## src/rtl/sh7604_intc_periph_pkg.sv

```systemverilog
// ----------------------------------------------------------------------------
// sh7604_intc_periph_pkg
// Shared types and constants for the SH7604 on-chip peripheral interrupt
// controller: register layouts (IPRA/IPRB, VCRA..VCRD, VCRWDT), their reset,
// write and read masks, register addresses, and the fixed source order used
// to break ties between equal priority levels.
// No ports (package).
// ----------------------------------------------------------------------------
package sh7604_intc_periph_pkg;

    localparam int NUM_SRC = 13;

    typedef struct packed {
        logic [3:0] divu;
        logic [3:0] dmac;
        logic [3:0] wdt;
        logic [3:0] rsv;
    } IPRA_t;

    typedef struct packed {
        logic [3:0] sci;
        logic [3:0] frt;
        logic [7:0] rsv;
    } IPRB_t;

    typedef struct packed {
        logic       rsv1;
        logic [6:0] eri;
        logic       rsv0;
        logic [6:0] rxi;
    } VCRA_t;

    typedef struct packed {
        logic       rsv1;
        logic [6:0] txi;
        logic       rsv0;
        logic [6:0] tei;
    } VCRB_t;

    typedef struct packed {
        logic       rsv1;
        logic [6:0] ici;
        logic       rsv0;
        logic [6:0] oci;
    } VCRC_t;

    typedef struct packed {
        logic       rsv1;
        logic [6:0] ovi;
        logic [7:0] rsv0;
    } VCRD_t;

    typedef struct packed {
        logic       rsv1;
        logic [6:0] iti;
        logic       rsv0;
        logic [6:0] cmi;
    } VCRWDT_t;

    localparam IPRA_t   IPRA_INIT   = '0;
    localparam IPRB_t   IPRB_INIT   = '0;
    localparam VCRA_t   VCRA_INIT   = '0;
    localparam VCRB_t   VCRB_INIT   = '0;
    localparam VCRC_t   VCRC_INIT   = '0;
    localparam VCRD_t   VCRD_INIT   = '0;
    localparam VCRWDT_t VCRWDT_INIT = '0;

    localparam logic [15:0] IPRA_WMASK   = 16'hFFF0;
    localparam logic [15:0] IPRB_WMASK   = 16'hFF00;
    localparam logic [15:0] VCRA_WMASK   = 16'h7F7F;
    localparam logic [15:0] VCRB_WMASK   = 16'h7F7F;
    localparam logic [15:0] VCRC_WMASK   = 16'h7F7F;
    localparam logic [15:0] VCRD_WMASK   = 16'h7F00;
    localparam logic [15:0] VCRWDT_WMASK = 16'h7F7F;

    localparam logic [15:0] IPRA_RMASK   = 16'hFFF0;
    localparam logic [15:0] IPRB_RMASK   = 16'hFF00;
    localparam logic [15:0] VCRA_RMASK   = 16'h7F7F;
    localparam logic [15:0] VCRB_RMASK   = 16'h7F7F;
    localparam logic [15:0] VCRC_RMASK   = 16'h7F7F;
    localparam logic [15:0] VCRD_RMASK   = 16'h7F00;
    localparam logic [15:0] VCRWDT_RMASK = 16'h7F7F;

    localparam logic [31:0] ADDR_IPRB   = 32'hFFFF_FE60;
    localparam logic [31:0] ADDR_VCRA   = 32'hFFFF_FE62;
    localparam logic [31:0] ADDR_VCRB   = 32'hFFFF_FE64;
    localparam logic [31:0] ADDR_VCRC   = 32'hFFFF_FE66;
    localparam logic [31:0] ADDR_VCRD   = 32'hFFFF_FE68;
    localparam logic [31:0] ADDR_IPRA   = 32'hFFFF_FEE2;
    localparam logic [31:0] ADDR_VCRWDT = 32'hFFFF_FEE4;

    // Index order doubles as tie-break order: lower index wins.
    typedef enum logic [3:0] {
        SRC_DIVU = 4'd0,
        SRC_DMA0 = 4'd1,
        SRC_DMA1 = 4'd2,
        SRC_ITI  = 4'd3,
        SRC_CMI  = 4'd4,
        SRC_ERI  = 4'd5,
        SRC_RXI  = 4'd6,
        SRC_TXI  = 4'd7,
        SRC_TEI  = 4'd8,
        SRC_ICI  = 4'd9,
        SRC_OCIA = 4'd10,
        SRC_OCIB = 4'd11,
        SRC_OVI  = 4'd12,
        SRC_NONE = 4'hF
    } INTC_SRC_e;

    // Byte-lane merge of a 16-bit register write; be[1] selects the high byte.
    function automatic logic [15:0] wr_merge(input logic [15:0] old_v,
                                             input logic [15:0] data,
                                             input logic [1:0]  be,
                                             input logic [15:0] wmask);
        logic [15:0] m;
        m[15:8] = be[1] ? data[15:8] : old_v[15:8];
        m[7:0]  = be[0] ? data[7:0]  : old_v[7:0];
        return m & wmask;
    endfunction

endpackage

```

## src/rtl/sh7604_intc_periph_if.sv

```systemverilog
// ----------------------------------------------------------------------------
// sh7604_intc_periph_if
// Internal bus bundle between the CPU-side bus master and the INTC registers.
//   A[31:0]   address            DI[31:0]  write data (big-endian lanes)
//   BA[3:0]   byte enables       WE        write strobe
//   REQ       access request     DO[31:0]  read data (slave drives)
//   BUSY      wait request       ACT       address decodes to slave
// Modports: master (bus owner), slave (this peripheral).
// ----------------------------------------------------------------------------
interface sh7604_intc_periph_if;
    logic [31:0] A;
    logic [31:0] DI;
    logic [31:0] DO;
    logic [3:0]  BA;
    logic        WE;
    logic        REQ;
    logic        BUSY;
    logic        ACT;

    modport master (output A, DI, BA, WE, REQ, input DO, BUSY, ACT);
    modport slave  (input A, DI, BA, WE, REQ, output DO, BUSY, ACT);
endinterface

```

## src/rtl/sh7604_intc_prio_enc.sv

```systemverilog
// ----------------------------------------------------------------------------
// sh7604_intc_prio_enc
// Combinational priority resolver over the 13 peripheral sources.
//   req_i  per-source request      lvl_i  per-source level (0 = masked)
//   vec_i  per-source vector       lvl_o  winning level (0 when none)
//   vec_o  winning vector          idx_o  winning source index (4'hF none)
// ----------------------------------------------------------------------------
module sh7604_intc_prio_enc
    import sh7604_intc_periph_pkg::*;
#(
    parameter int VEC_W = 8
) (
    input  logic [NUM_SRC-1:0]            req_i,
    input  logic [NUM_SRC-1:0][3:0]       lvl_i,
    input  logic [NUM_SRC-1:0][VEC_W-1:0] vec_i,
    output logic [3:0]                    lvl_o,
    output logic [VEC_W-1:0]              vec_o,
    output logic [3:0]                    idx_o
);

    // Strict '>' keeps the earliest (highest-priority) source on a tie and
    // rejects level 0, so masked sources never win.
    always_comb begin
        lvl_o = '0;
        vec_o = '0;
        idx_o = SRC_NONE;
        for (int i = 0; i < NUM_SRC; i++) begin
            if (req_i[i] && (lvl_i[i] > lvl_o)) begin
                lvl_o = lvl_i[i];
                vec_o = vec_i[i];
                idx_o = 4'(i);
            end
        end
    end

endmodule

```

## src/rtl/sh7604_intc_periph.sv

```systemverilog
// ----------------------------------------------------------------------------
// sh7604_intc_periph
// SH7604 on-chip peripheral interrupt arbiter: IPRA/IPRB priority and
// VCRA/B/C/D/WDT vector registers on the internal bus, one registered
// arbitration stage towards the CPU, and a vector latch on acknowledge.
// Ports:
//   CLK, RST_N (async, active-low), CE_R/CE_F clock-enable phases, EN, RES_N
//   IBUS            internal bus slave (sh7604_intc_periph_if.slave)
//   *_IRQ/*_I*      level-sensitive source requests
//   DIVU_VEC, DMA0_VEC, DMA1_VEC   externally held vectors
//   INT_REQ/INT_LVL/INT_VEC        registered winner, INT_ACK, ACK_VEC
// Build option: define INTC_ACK_SRC_EN to add ACK_SRC[3:0], the index of
// the source latched at acknowledge.
// ----------------------------------------------------------------------------
module sh7604_intc_periph
    import sh7604_intc_periph_pkg::*;
#(
    parameter int VEC_W = 8
) (
    input  logic             CLK,
    input  logic             RST_N,
    input  logic             CE_R,
    input  logic             CE_F,
    input  logic             EN,
    input  logic             RES_N,
    sh7604_intc_periph_if.slave IBUS,
    input  logic             DIVU_IRQ,
    input  logic             DMA0_IRQ,
    input  logic             DMA1_IRQ,
    input  logic             WDT_ITI,
    input  logic             BSC_CMI,
    input  logic             SCI_ERI,
    input  logic             SCI_RXI,
    input  logic             SCI_TXI,
    input  logic             SCI_TEI,
    input  logic             FRT_ICI,
    input  logic             FRT_OCIA,
    input  logic             FRT_OCIB,
    input  logic             FRT_OVI,
    input  logic [6:0]       DIVU_VEC,
    input  logic [7:0]       DMA0_VEC,
    input  logic [7:0]       DMA1_VEC,
    output logic             INT_REQ,
    output logic [3:0]       INT_LVL,
    output logic [VEC_W-1:0] INT_VEC,
    input  logic             INT_ACK,
    output logic [VEC_W-1:0] ACK_VEC
`ifdef INTC_ACK_SRC_EN
    ,
    output logic [3:0]       ACK_SRC
`endif
);

    IPRA_t   ipra_q,   ipra_d;
    IPRB_t   iprb_q,   iprb_d;
    VCRA_t   vcra_q,   vcra_d;
    VCRB_t   vcrb_q,   vcrb_d;
    VCRC_t   vcrc_q,   vcrc_d;
    VCRD_t   vcrd_q,   vcrd_d;
    VCRWDT_t vcrwdt_q, vcrwdt_d;

    logic             int_req_q;
    logic [3:0]       int_lvl_q;
    logic [VEC_W-1:0] int_vec_q;
    logic [VEC_W-1:0] ack_vec_q;
    logic [15:0]      reg_do_q;

    // Bus decode: A[1] selects which 16-bit half of the 32-bit bus is live.
    logic [15:0] wdata;
    logic [1:0]  wbe;
    logic        sel_ipra, sel_iprb, sel_vcra, sel_vcrb, sel_vcrc, sel_vcrd, sel_vcrwdt;
    logic        hit, wr_en;
    logic [15:0] rdata;
    logic        unused_a0;

    assign wdata      = IBUS.A[1] ? IBUS.DI[15:0] : IBUS.DI[31:16];
    assign wbe        = IBUS.A[1] ? IBUS.BA[1:0]  : IBUS.BA[3:2];
    assign sel_iprb   = (IBUS.A[31:1] == ADDR_IPRB[31:1]);
    assign sel_vcra   = (IBUS.A[31:1] == ADDR_VCRA[31:1]);
    assign sel_vcrb   = (IBUS.A[31:1] == ADDR_VCRB[31:1]);
    assign sel_vcrc   = (IBUS.A[31:1] == ADDR_VCRC[31:1]);
    assign sel_vcrd   = (IBUS.A[31:1] == ADDR_VCRD[31:1]);
    assign sel_ipra   = (IBUS.A[31:1] == ADDR_IPRA[31:1]);
    assign sel_vcrwdt = (IBUS.A[31:1] == ADDR_VCRWDT[31:1]);
    assign hit        = sel_ipra | sel_iprb | sel_vcra | sel_vcrb | sel_vcrc | sel_vcrd | sel_vcrwdt;
    assign wr_en      = CE_R & EN & IBUS.REQ & IBUS.WE;
    assign unused_a0  = IBUS.A[0];

    assign IBUS.ACT  = hit;
    assign IBUS.BUSY = 1'b0;
    assign IBUS.DO   = {reg_do_q, reg_do_q};

    always_comb begin
        ipra_d   = ipra_q;
        iprb_d   = iprb_q;
        vcra_d   = vcra_q;
        vcrb_d   = vcrb_q;
        vcrc_d   = vcrc_q;
        vcrd_d   = vcrd_q;
        vcrwdt_d = vcrwdt_q;
        if (wr_en) begin
            if (sel_ipra)   ipra_d   = IPRA_t'(wr_merge(ipra_q, wdata, wbe, IPRA_WMASK));
            if (sel_iprb)   iprb_d   = IPRB_t'(wr_merge(iprb_q, wdata, wbe, IPRB_WMASK));
            if (sel_vcra)   vcra_d   = VCRA_t'(wr_merge(vcra_q, wdata, wbe, VCRA_WMASK));
            if (sel_vcrb)   vcrb_d   = VCRB_t'(wr_merge(vcrb_q, wdata, wbe, VCRB_WMASK));
            if (sel_vcrc)   vcrc_d   = VCRC_t'(wr_merge(vcrc_q, wdata, wbe, VCRC_WMASK));
            if (sel_vcrd)   vcrd_d   = VCRD_t'(wr_merge(vcrd_q, wdata, wbe, VCRD_WMASK));
            if (sel_vcrwdt) vcrwdt_d = VCRWDT_t'(wr_merge(vcrwdt_q, wdata, wbe, VCRWDT_WMASK));
        end
    end

    always_comb begin
        rdata = '0;
        if (sel_ipra)   rdata = ipra_q   & IPRA_RMASK;
        if (sel_iprb)   rdata = iprb_q   & IPRB_RMASK;
        if (sel_vcra)   rdata = vcra_q   & VCRA_RMASK;
        if (sel_vcrb)   rdata = vcrb_q   & VCRB_RMASK;
        if (sel_vcrc)   rdata = vcrc_q   & VCRC_RMASK;
        if (sel_vcrd)   rdata = vcrd_q   & VCRD_RMASK;
        if (sel_vcrwdt) rdata = vcrwdt_q & VCRWDT_RMASK;
    end

    // Source vectors in INTC_SRC_e order (bit/element 0 = DIVU).
    logic [NUM_SRC-1:0]            src_req;
    logic [NUM_SRC-1:0][3:0]       src_lvl;
    logic [NUM_SRC-1:0][VEC_W-1:0] src_vec;
    logic [3:0]                    win_lvl;
    logic [VEC_W-1:0]              win_vec;
    logic [3:0]                    win_idx;

    assign src_req = {FRT_OVI, FRT_OCIB, FRT_OCIA, FRT_ICI,
                      SCI_TEI, SCI_TXI, SCI_RXI, SCI_ERI,
                      BSC_CMI, WDT_ITI, DMA1_IRQ, DMA0_IRQ, DIVU_IRQ};
    assign src_lvl = {iprb_q.frt, iprb_q.frt, iprb_q.frt, iprb_q.frt,
                      iprb_q.sci, iprb_q.sci, iprb_q.sci, iprb_q.sci,
                      ipra_q.wdt, ipra_q.wdt, ipra_q.dmac, ipra_q.dmac, ipra_q.divu};
    assign src_vec = {VEC_W'(vcrd_q.ovi), VEC_W'(vcrc_q.oci), VEC_W'(vcrc_q.oci), VEC_W'(vcrc_q.ici),
                      VEC_W'(vcrb_q.tei), VEC_W'(vcrb_q.txi), VEC_W'(vcra_q.rxi), VEC_W'(vcra_q.eri),
                      VEC_W'(vcrwdt_q.cmi), VEC_W'(vcrwdt_q.iti),
                      VEC_W'(DMA1_VEC), VEC_W'(DMA0_VEC), VEC_W'(DIVU_VEC)};

    sh7604_intc_prio_enc #(.VEC_W(VEC_W)) u_prio_enc (
        .req_i (src_req),
        .lvl_i (src_lvl),
        .vec_i (src_vec),
        .lvl_o (win_lvl),
        .vec_o (win_vec),
        .idx_o (win_idx)
    );

`ifdef INTC_ACK_SRC_EN
    logic [3:0] int_src_q;
    logic [3:0] ack_src_q;
    assign ACK_SRC = ack_src_q;
`else
    logic unused_idx;
    assign unused_idx = ^win_idx;
`endif

    // Registers commit on CE_R; ACK samples the already-registered winner so
    // the CPU gets exactly the vector it saw with INT_REQ.
    always_ff @(posedge CLK or negedge RST_N) begin
        if (!RST_N) begin
            ipra_q    <= IPRA_INIT;
            iprb_q    <= IPRB_INIT;
            vcra_q    <= VCRA_INIT;
            vcrb_q    <= VCRB_INIT;
            vcrc_q    <= VCRC_INIT;
            vcrd_q    <= VCRD_INIT;
            vcrwdt_q  <= VCRWDT_INIT;
            int_req_q <= 1'b0;
            int_lvl_q <= '0;
            int_vec_q <= '0;
            ack_vec_q <= '0;
`ifdef INTC_ACK_SRC_EN
            int_src_q <= '0;
            ack_src_q <= '0;
`endif
        end else if (CE_R && !RES_N) begin
            ipra_q    <= IPRA_INIT;
            iprb_q    <= IPRB_INIT;
            vcra_q    <= VCRA_INIT;
            vcrb_q    <= VCRB_INIT;
            vcrc_q    <= VCRC_INIT;
            vcrd_q    <= VCRD_INIT;
            vcrwdt_q  <= VCRWDT_INIT;
            int_req_q <= 1'b0;
            int_lvl_q <= '0;
            int_vec_q <= '0;
            ack_vec_q <= '0;
`ifdef INTC_ACK_SRC_EN
            int_src_q <= '0;
            ack_src_q <= '0;
`endif
        end else begin
            ipra_q   <= ipra_d;
            iprb_q   <= iprb_d;
            vcra_q   <= vcra_d;
            vcrb_q   <= vcrb_d;
            vcrc_q   <= vcrc_d;
            vcrd_q   <= vcrd_d;
            vcrwdt_q <= vcrwdt_d;
            if (CE_R && EN) begin
                int_req_q <= (win_lvl != 4'd0);
                int_lvl_q <= win_lvl;
                int_vec_q <= win_vec;
`ifdef INTC_ACK_SRC_EN
                int_src_q <= win_idx;
`endif
                if (INT_ACK) begin
                    ack_vec_q <= int_vec_q;
`ifdef INTC_ACK_SRC_EN
                    ack_src_q <= int_src_q;
`endif
                end
            end
        end
    end

    // Read data is captured on the falling phase; unselected reads return 0.
    always_ff @(posedge CLK or negedge RST_N) begin
        if (!RST_N) begin
            reg_do_q <= '0;
        end else if (CE_R && !RES_N) begin
            reg_do_q <= '0;
        end else if (CE_F && EN) begin
            reg_do_q <= (IBUS.REQ && !IBUS.WE) ? rdata : 16'h0000;
        end
    end

    assign INT_REQ = int_req_q;
    assign INT_LVL = int_lvl_q;
    assign INT_VEC = int_vec_q;
    assign ACK_VEC = ack_vec_q;

endmodule
```

## src/flat_wrapper.sv

```systemverilog
// flat-port wrapper written by rule: the top's interface ports become plain ports
module sh7604_intc_periph_flat import sh7604_intc_periph_pkg::*;
#(
    parameter int VEC_W = 8
)
  (CLK, RST_N, CE_R, CE_F, EN, RES_N, DIVU_IRQ, DMA0_IRQ, DMA1_IRQ, WDT_ITI, BSC_CMI, SCI_ERI, SCI_RXI, SCI_TXI, SCI_TEI, FRT_ICI, FRT_OCIA, FRT_OCIB, FRT_OVI, DIVU_VEC, DMA0_VEC, DMA1_VEC, INT_REQ, INT_LVL, INT_VEC, INT_ACK, ACK_VEC, IBUS_A, IBUS_DI, IBUS_BA, IBUS_WE, IBUS_REQ, IBUS_DO, IBUS_BUSY, IBUS_ACT);
  sh7604_intc_periph_if IBUS_i ();
  input  logic CLK;
  input  logic RST_N;
  input  logic CE_R;
  input  logic CE_F;
  input  logic EN;
  input  logic RES_N;
  input  logic DIVU_IRQ;
  input  logic DMA0_IRQ;
  input  logic DMA1_IRQ;
  input  logic WDT_ITI;
  input  logic BSC_CMI;
  input  logic SCI_ERI;
  input  logic SCI_RXI;
  input  logic SCI_TXI;
  input  logic SCI_TEI;
  input  logic FRT_ICI;
  input  logic FRT_OCIA;
  input  logic FRT_OCIB;
  input  logic FRT_OVI;
  input  logic [6:0] DIVU_VEC;
  input  logic [7:0] DMA0_VEC;
  input  logic [7:0] DMA1_VEC;
  output logic INT_REQ;
  output logic [3:0] INT_LVL;
  output logic [VEC_W-1:0] INT_VEC;
  input  logic INT_ACK;
  output logic [VEC_W-1:0] ACK_VEC;
  input wire logic [$bits(IBUS_i.A)-1:0] IBUS_A;
  input wire logic [$bits(IBUS_i.DI)-1:0] IBUS_DI;
  input wire logic [$bits(IBUS_i.BA)-1:0] IBUS_BA;
  input wire logic [$bits(IBUS_i.WE)-1:0] IBUS_WE;
  input wire logic [$bits(IBUS_i.REQ)-1:0] IBUS_REQ;
  output wire logic [$bits(IBUS_i.DO)-1:0] IBUS_DO;
  output wire logic [$bits(IBUS_i.BUSY)-1:0] IBUS_BUSY;
  output wire logic [$bits(IBUS_i.ACT)-1:0] IBUS_ACT;
  assign IBUS_i.A = IBUS_A;
  assign IBUS_i.DI = IBUS_DI;
  assign IBUS_i.BA = IBUS_BA;
  assign IBUS_i.WE = IBUS_WE;
  assign IBUS_i.REQ = IBUS_REQ;
  assign IBUS_DO = IBUS_i.DO;
  assign IBUS_BUSY = IBUS_i.BUSY;
  assign IBUS_ACT = IBUS_i.ACT;
  sh7604_intc_periph #(.VEC_W(VEC_W)) u_core (.CLK(CLK), .RST_N(RST_N), .CE_R(CE_R), .CE_F(CE_F), .EN(EN), .RES_N(RES_N), .IBUS(IBUS_i), .DIVU_IRQ(DIVU_IRQ), .DMA0_IRQ(DMA0_IRQ), .DMA1_IRQ(DMA1_IRQ), .WDT_ITI(WDT_ITI), .BSC_CMI(BSC_CMI), .SCI_ERI(SCI_ERI), .SCI_RXI(SCI_RXI), .SCI_TXI(SCI_TXI), .SCI_TEI(SCI_TEI), .FRT_ICI(FRT_ICI), .FRT_OCIA(FRT_OCIA), .FRT_OCIB(FRT_OCIB), .FRT_OVI(FRT_OVI), .DIVU_VEC(DIVU_VEC), .DMA0_VEC(DMA0_VEC), .DMA1_VEC(DMA1_VEC), .INT_REQ(INT_REQ), .INT_LVL(INT_LVL), .INT_VEC(INT_VEC), .INT_ACK(INT_ACK), .ACK_VEC(ACK_VEC));
endmodule
```

## config.mk

```make
export PLATFORM = sky130hd
export DESIGN_NAME = sh7604_intc_periph_flat
export DESIGN_NICKNAME = d
export VERILOG_FILES = /design/src/rtl/sh7604_intc_periph_pkg.sv /design/src/rtl/sh7604_intc_periph_if.sv /design/src/rtl/sh7604_intc_prio_enc.sv /design/src/rtl/sh7604_intc_periph.sv /design/src/flat_wrapper.sv
export SDC_FILE = /design/constraint.sdc
export NUM_CORES = 1
export LEC_CHECK = 0
export BUFFER_PORTS_ARGS = -buffer_cell sky130_fd_sc_hd__buf_2
export CORE_AREA = 3 3 146 148
export CTS_CLUSTER_DIAMETER = 50
export DETAILED_ROUTE_END_ITERATION = 12
export DIE_AREA = 0 0 149 151
export PLACE_DENSITY_LB_ADDON = 0.15
export SETUP_SLACK_MARGIN = 0.5
export SLEW_MARGIN = 15
export SYNTH_ARGS = -nofsm -noshare
export SYNTH_HDL_FRONTEND = slang
export SYNTH_SLANG_ARGS = --single-unit
export TNS_END_PERCENT = 30
```

## constraint.sdc

```tcl
create_clock -name CLK -period 19.2 [get_ports CLK]
set_input_delay 1.92 -clock CLK [delete_from_list [all_inputs] [get_ports CLK]]
set_output_delay 1.92 -clock CLK [all_outputs]
set_load 0.02 [all_outputs]
```

## Yosys cells after proc, flatten, opt, wreduce, memory -nomap -nowiden

Cells that the tools add are included.
W data, S select, Z words.

| cells by class | value |
|---|---|
| magnitude comparators | 13 |
| equal/unequal tests | 7 |
| mux-type cells | 79 |
| bitwise logic cells | 9 |
| reductions and logical operators | 47 |

Operators by type and width:

| operator | number |
|---|---|
| $mux W16 | 32 |
| $eq A31 B31 Y1 const B | 7 |
| $mux W8 | 19 |
| $mux W7 | 10 |
| $mux W4 | 15 |
| $gt A4 B4 Y1 | 12 |
| $reduce_and A3 Y1 | 12 |
| $reduce_bool A2 Y1 | 13 |
| $logic_and A1 B1 Y1 | 17 |
| $or A1 B1 Y1 | 6 |
| $gt A4 B1 Y1 const B | 1 |
| $reduce_and A2 Y1 | 2 |
| $reduce_bool A4 Y1 | 1 |
| $and A1 B1 Y1 | 3 |
| $logic_not A1 Y1 | 2 |
| $mux W1 | 2 |
| $mux W2 | 1 |

| word-level totals | value |
|---|---|
| register bits after elaboration | 124 |
| bits of input ports | 113 |
| output and inout bits | 55 |
| logic and storage cells | 175 |

## Longest topological paths before layout

| logic depth | value |
|---|---|
| depth in word-level cells | 42 |
| depth in mapped cells | 101 |

## By module

Synthesis repeated with hierarchy kept, for this count alone.

| unflattened totals | value |
|---|---|
| cells, all modules | 1092 |
| area total of the unflattened synthesis | 9942.0 µm² |

By module, submodules not included:

| module | instances | cells an instance | area each (µm²) | seq. area each (µm²) |
|---|---|---|---|---|
| sh7604_intc_periph | 1 | 491 | 5953.2 | 3002.9 |
| sh7604_intc_prio_enc | 1 | 601 | 3988.8 | 0.0 |

## Worst setup path after synthesis

No wires, ideal clock.

| timing path | value |
|---|---|
| kind | input port to flip-flop |
| start | in DIVU_IRQ |
| end | reg u_core.int_lvl_q[3], in the netlist u_core.INT_LVL[3] |
| setup time | 0.126 ns |
| data arrival time | 18.711 ns |
| required time | 19.074 ns |
| slack | 0.363 ns |
| stages | 94 |
| buffers on the path | 7 |
| cells stage by stage | buf_2 -> and2_1 -> inv_1 -> ha_1 -> nand4_1 -> nand2_1 -> a21oi_1 -> clkbuf_1 -> nand2_1 -> o21ai_0 -> inv_1 -> ha_1 -> a41o_1 -> a21oi_1 -> or2_2 -> mux2_2 -> inv_1 -> ha_1 -> [... 58 more ...] -> a21oi_2 -> nand2_1 -> o21ai_0 -> inv_1 -> ha_1 -> nor2b_1 -> o21ai_0 -> o221ai_2 -> nand2_1 -> mux2i_1 -> ha_1 -> nor2b_1 -> o21a_1 -> o21a_1 -> o211ai_1 -> a21boi_2 -> nor3b_1 -> a221o_1 |

| between the ends | value |
|---|---|
| longest elaborated chain between the ends | 40 |

RTL lines:

| element | line | source |
|---|---|---|
| from (decl) | flat_wrapper.sv:14 | `input logic DIVU_IRQ;` |
| $logic_and A1 B1 Y1 (*) | sh7604_intc_prio_enc.sv:28 | `if (req_i[i] && (lvl_i[i] > lvl_o)) begin` |
| $mux W4 (*) | sh7604_intc_prio_enc.sv:28 |  |
| $gt A4 B4 Y1 | sh7604_intc_prio_enc.sv:28 |  |
| $logic_and A1 B1 Y1 | sh7604_intc_prio_enc.sv:28 |  |
| $mux W4 (*) | sh7604_intc_prio_enc.sv:28 |  |
| $gt A4 B4 Y1 | sh7604_intc_prio_enc.sv:28 |  |
| $logic_and A1 B1 Y1 | sh7604_intc_prio_enc.sv:28 |  |
| $mux W4 (*) | sh7604_intc_prio_enc.sv:28 |  |
| [... 24 more ...] | - |  |
| $gt A4 B4 Y1 | sh7604_intc_prio_enc.sv:28 |  |
| $logic_and A1 B1 Y1 | sh7604_intc_prio_enc.sv:28 |  |
| $mux W4 (*) | sh7604_intc_prio_enc.sv:28 |  |
| $gt A4 B4 Y1 | sh7604_intc_prio_enc.sv:28 |  |
| $logic_and A1 B1 Y1 | sh7604_intc_prio_enc.sv:28 |  |
| $mux W4 (*) | sh7604_intc_prio_enc.sv:28 |  |
| $mux W4 (*) | sh7604_intc_periph.sv:203 | `if (CE_R && EN) begin` |
| $mux W4 (*) | sh7604_intc_periph.sv:179 | `end else if (CE_R && !RES_N) begin` |
| to (signal assigned) | sh7604_intc_periph.sv:205 | `int_lvl_q <= win_lvl;` |
| to (decl) | sh7604_intc_periph.sv:63 | `logic [3:0] int_lvl_q;` |

Every way passes the cells marked *; elsewhere a longest branch is shown, timed or not. The select of a mux whose other input is x is not followed.
A chain may end at the register's enable or synchronous reset.

## Final worst setup path

Same ends and word-level chain as after synthesis.

==> flow_metrics.env <==
export IMPL_status="completed"
export IMPL_worst_slew_pin_slew_ns=0.967
export IMPL_fin_area_um2=11000
export IMPL_register_area_um2=3000
export IMPL_cts_sinks=120
export IMPL_grt_pass1_vias=7915
export IMPL_synth_top_cell_area_share_pct=33.5
export IMPL_yosys_area_top_type="dfrtp_1"
export IMPL_synth_commonest_cells="dfrtp_1, nand2_1, nor2_1"
export IMPL_r2r_cells=84
export IMPL_clk_path_buf_depth=2
export IMPL_synth_flop_cell="dfrtp_1"
export IMPL_setup_tns_ns=0
export IMPL_synth_edf_count=0
export IMPL_syn_inst=1009
export IMPL_min_period_ns=17.92
export IMPL_crit_path_frequent_cell="nand2_1"
export IMPL_slew_violations=0
export IMPL_rr_startpoint="u_core.ipra_q[14]$_DFFE_PN0P_"
export IMPL_crit_arrival_ns=18.23
export IMPL_rows=52
export IMPL_drive_above_1_share_pct=33.0
export IMPL_yosys_top_cells_area="dfrtp_1, mux2_2, mux2i_1, nand2_1, a21oi_1"
export IMPL_critPathKind="input port to register"
export IMPL_hold_viol_final=0
export IMPL_die_area_um2=22500
export IMPL_wl_per_cell_um=19.8
export IMPL_drc=0
export IMPL_wl_um=28800
export IMPL_place_gp_congestion=0.906
export IMPL_post_drt_via_cell_ratio=5.92
export IMPL_startpoint_type="input port"
export IMPL_syn_area_per_cell_um2=8.89
export IMPL_regToRegSetupSlack_ns=2.38
export IMPL_initialDrtViolationCount=797
export IMPL_cp_endpoint="u_core.INT_LVL[3]$_DFFE_PN0P_"
export IMPL_ys_async_sr_fraction_pct=100
export IMPL_post_dp_hpwl_um=21700
export IMPL_antenna_found_initial=0
export IMPL_maxCapViolations=0
export IMPL_period_share_pct=93.3
export IMPL_setup_viol=0
export IMPL_grt_overflow=0
export IMPL_tritoncts="built"
export IMPL_synth_most_common_cell="dfrtp_1"
export IMPL_place_area_um2=10000
export IMPL_multi_input_area_um2=5750
export IMPL_rsz0062_at_grt="false"
export IMPL_cp_max_fo=17
export IMPL_crit_path_end_kind="register"
export IMPL_dr_total_vias=8618
export IMPL_port_buffers=165
export IMPL_area_growth_pct=22.3
export IMPL_die_height_um=151
export IMPL_grt_usage_pct=24.7
export IMPL_slew_headroom_pct=35.3
export IMPL_clkLatencyLatePin_ns=0.43
export IMPL_crit_path_start="DIVU_IRQ"
export IMPL_grt_pass1_wl_um=43100
export IMPL_r2r_end="u_core.INT_LVL[3]$_DFFE_PN0P_"
export IMPL_synth_seq_area_share_pct=33.5
export IMPL_drtPass1Iterations=6
export IMPL_nFillCells=1873
export IMPL_slowest_delay_ns=0.50
export IMPL_fp_dieW_um=149
export IMPL_max_freq_mhz=55.8
export IMPL_cts_buffers=17
export IMPL_clk_pin_slew_ns=0.05
export IMPL_syn_area_um2=8970
export IMPL_htreeDepth=4
export IMPL_yosysWarnings=0
export IMPL_holdWs_ns=0.482
export IMPL_crit_required_ns=19.50
export IMPL_nNetsFinal=1315
export IMPL_slowest_stage="nor2_2"
export IMPL_syn_nets=1151
export IMPL_start_util_pct=44.5
export IMPL_fin_util_pct=54.4
export IMPL_grt_start_max_net_pins=76
export IMPL_cts_root_buf="clkbuf_16"
export IMPL_synth_distinct_cells=91
export IMPL_ys_ff_latch=120
export IMPL_core_um2=20200
export IMPL_clock_skew_ns=0.00971
export IMPL_ant_nets=0
export IMPL_hold_class="register to register"
export IMPL_boundaryPins=168
[sequential cells by signal (all words and copies together), names as in the netlist]
register and count:
u_core.reg_do_q 16, u_core.INT_VEC 8, u_core.iprb_q 8, u_core.ACK_VEC 8, u_core.ipra_q 12, u_core.src_vec 63, u_core.INT_LVL 4, u_core.INT_REQ 1
[layer usage]
metal	share of wire, %	GRT usage [%]	vias up
met4	2.2	7.09	0
met2	44	37.9	376
met3	7.7	5.36	44
li1	-	-	4098
met1	46	35.3	4100
met5	0	0	-
[layout make-up]
| type | instances | share of cell area (%) |
|---|---|---|
| Timing Repair Buffer | 208 | 10.5 |
| Inverter | 36 | 1.23 |
| Multi-Input combinational cell | 790 | 52.4 |
| Antenna cell | 1 | 0.0228 |
| Clock buffer | 23 | 4.63 |
| Tap cell | 270 | 3.08 |
| Clock inverter | 7 | 0.832 |
| Sequential cell | 120 | 27.4 |
[worst min-delay path by stage]
stage	end	from	slack, ns	cells after the start
3_5_place_dp	u_core.INT_LVL[2]$_DFFE_PN0P_	u_core.INT_LVL[2]$_DFFE_PN0P_	0.48	2
2_1_floorplan	u_core.INT_VEC[1]$_DFFE_PN0P_	u_core.src_vec[97]$_DFFE_PN0P_	0.50	2
5_1_grt	u_core.INT_LVL[0]$_DFFE_PN0P_	u_core.INT_LVL[0]$_DFFE_PN0P_	0.51	2
6_report	u_core.INT_LVL[0]$_DFFE_PN0P_	u_core.INT_LVL[0]$_DFFE_PN0P_	0.48	2
3_3_place_gp	u_core.INT_LVL[2]$_DFFE_PN0P_	u_core.INT_LVL[2]$_DFFE_PN0P_	0.47	2
4_1_cts	u_core.INT_LVL[2]$_DFFE_PN0P_	u_core.INT_LVL[2]$_DFFE_PN0P_	0.49	2
[placed cells by master (no fill, tap or decap), types with 8 or more instances in the layout]
cell type	netlist	routed
o21ai_0	54	46
buf_2	7	164
a31oi_1	8	8
nand2_1	114	113
o221ai_1	9	9
a22oi_1	13	12
clkbuf_16	0	17
mux2i_1	43	42
nor2_1	87	83
a21oi_2	2	9
nand3_1	23	23
nor3_1	13	12
mux2_2	83	82
a211oi_1	15	13
o21a_1	13	13
and2_1	11	11
a21oi_1	82	73
a221oi_1	13	12
ha_1	29	24
o21ai_1	17	21
nand4_1	12	12
inv_1	35	35
dfrtp_1	120	120
nor2b_1	12	11
buf_4	22	44
[critical path: cells and delay by family]
family / cells / cell delay (ns)
AOI/OAI and AO/OA: 31 / 6.45
buffers and inverters: 10 / 1.19
muxes: 6 / 1.65
adders and majority gates: 12 / 3.26
and+or+nand+nor: 26 / 3.73
[kinds of logic (layout without fill, tap and decap cells)]
family	after synthesis	after routing	share of synthesized area, %
other	1	2	0.0418
muxes	127	127	15.3
buffers and inverters	99	274	5.16
adders and majority gates	30	30	4.16
AOI/OAI and AO/OA	313	313	24.8
and+or+nand+nor	317	317	16.9
DFF	120	120	33.5
xor gates and xnor gates	2	2	0.195
[stage by stage]
stage | setup slack (ns) | instances
3_3_place_gp | -0.353 | 1405
5_1_grt | 0.274 | 1454
3_5_place_dp | -0.461 | 1405
4_1_cts | 0.562 | 1437
6_report | 1.28 | 1455
2_1_floorplan | 0.564 | 1009
[timing repair]
action                     in CTS  in global routing
resized for setup               8                 42
setup buffers                   2                 17
gates cloned                    0                  0
pin swaps                       3                 18
setup endpoints to repair      13                 13
hold buffers                    0                  0
hold endpoints to repair        0                  0
Power is not shown: default switching activity piles up to over one toggle a cycle in this logic, so the estimate is an artifact.
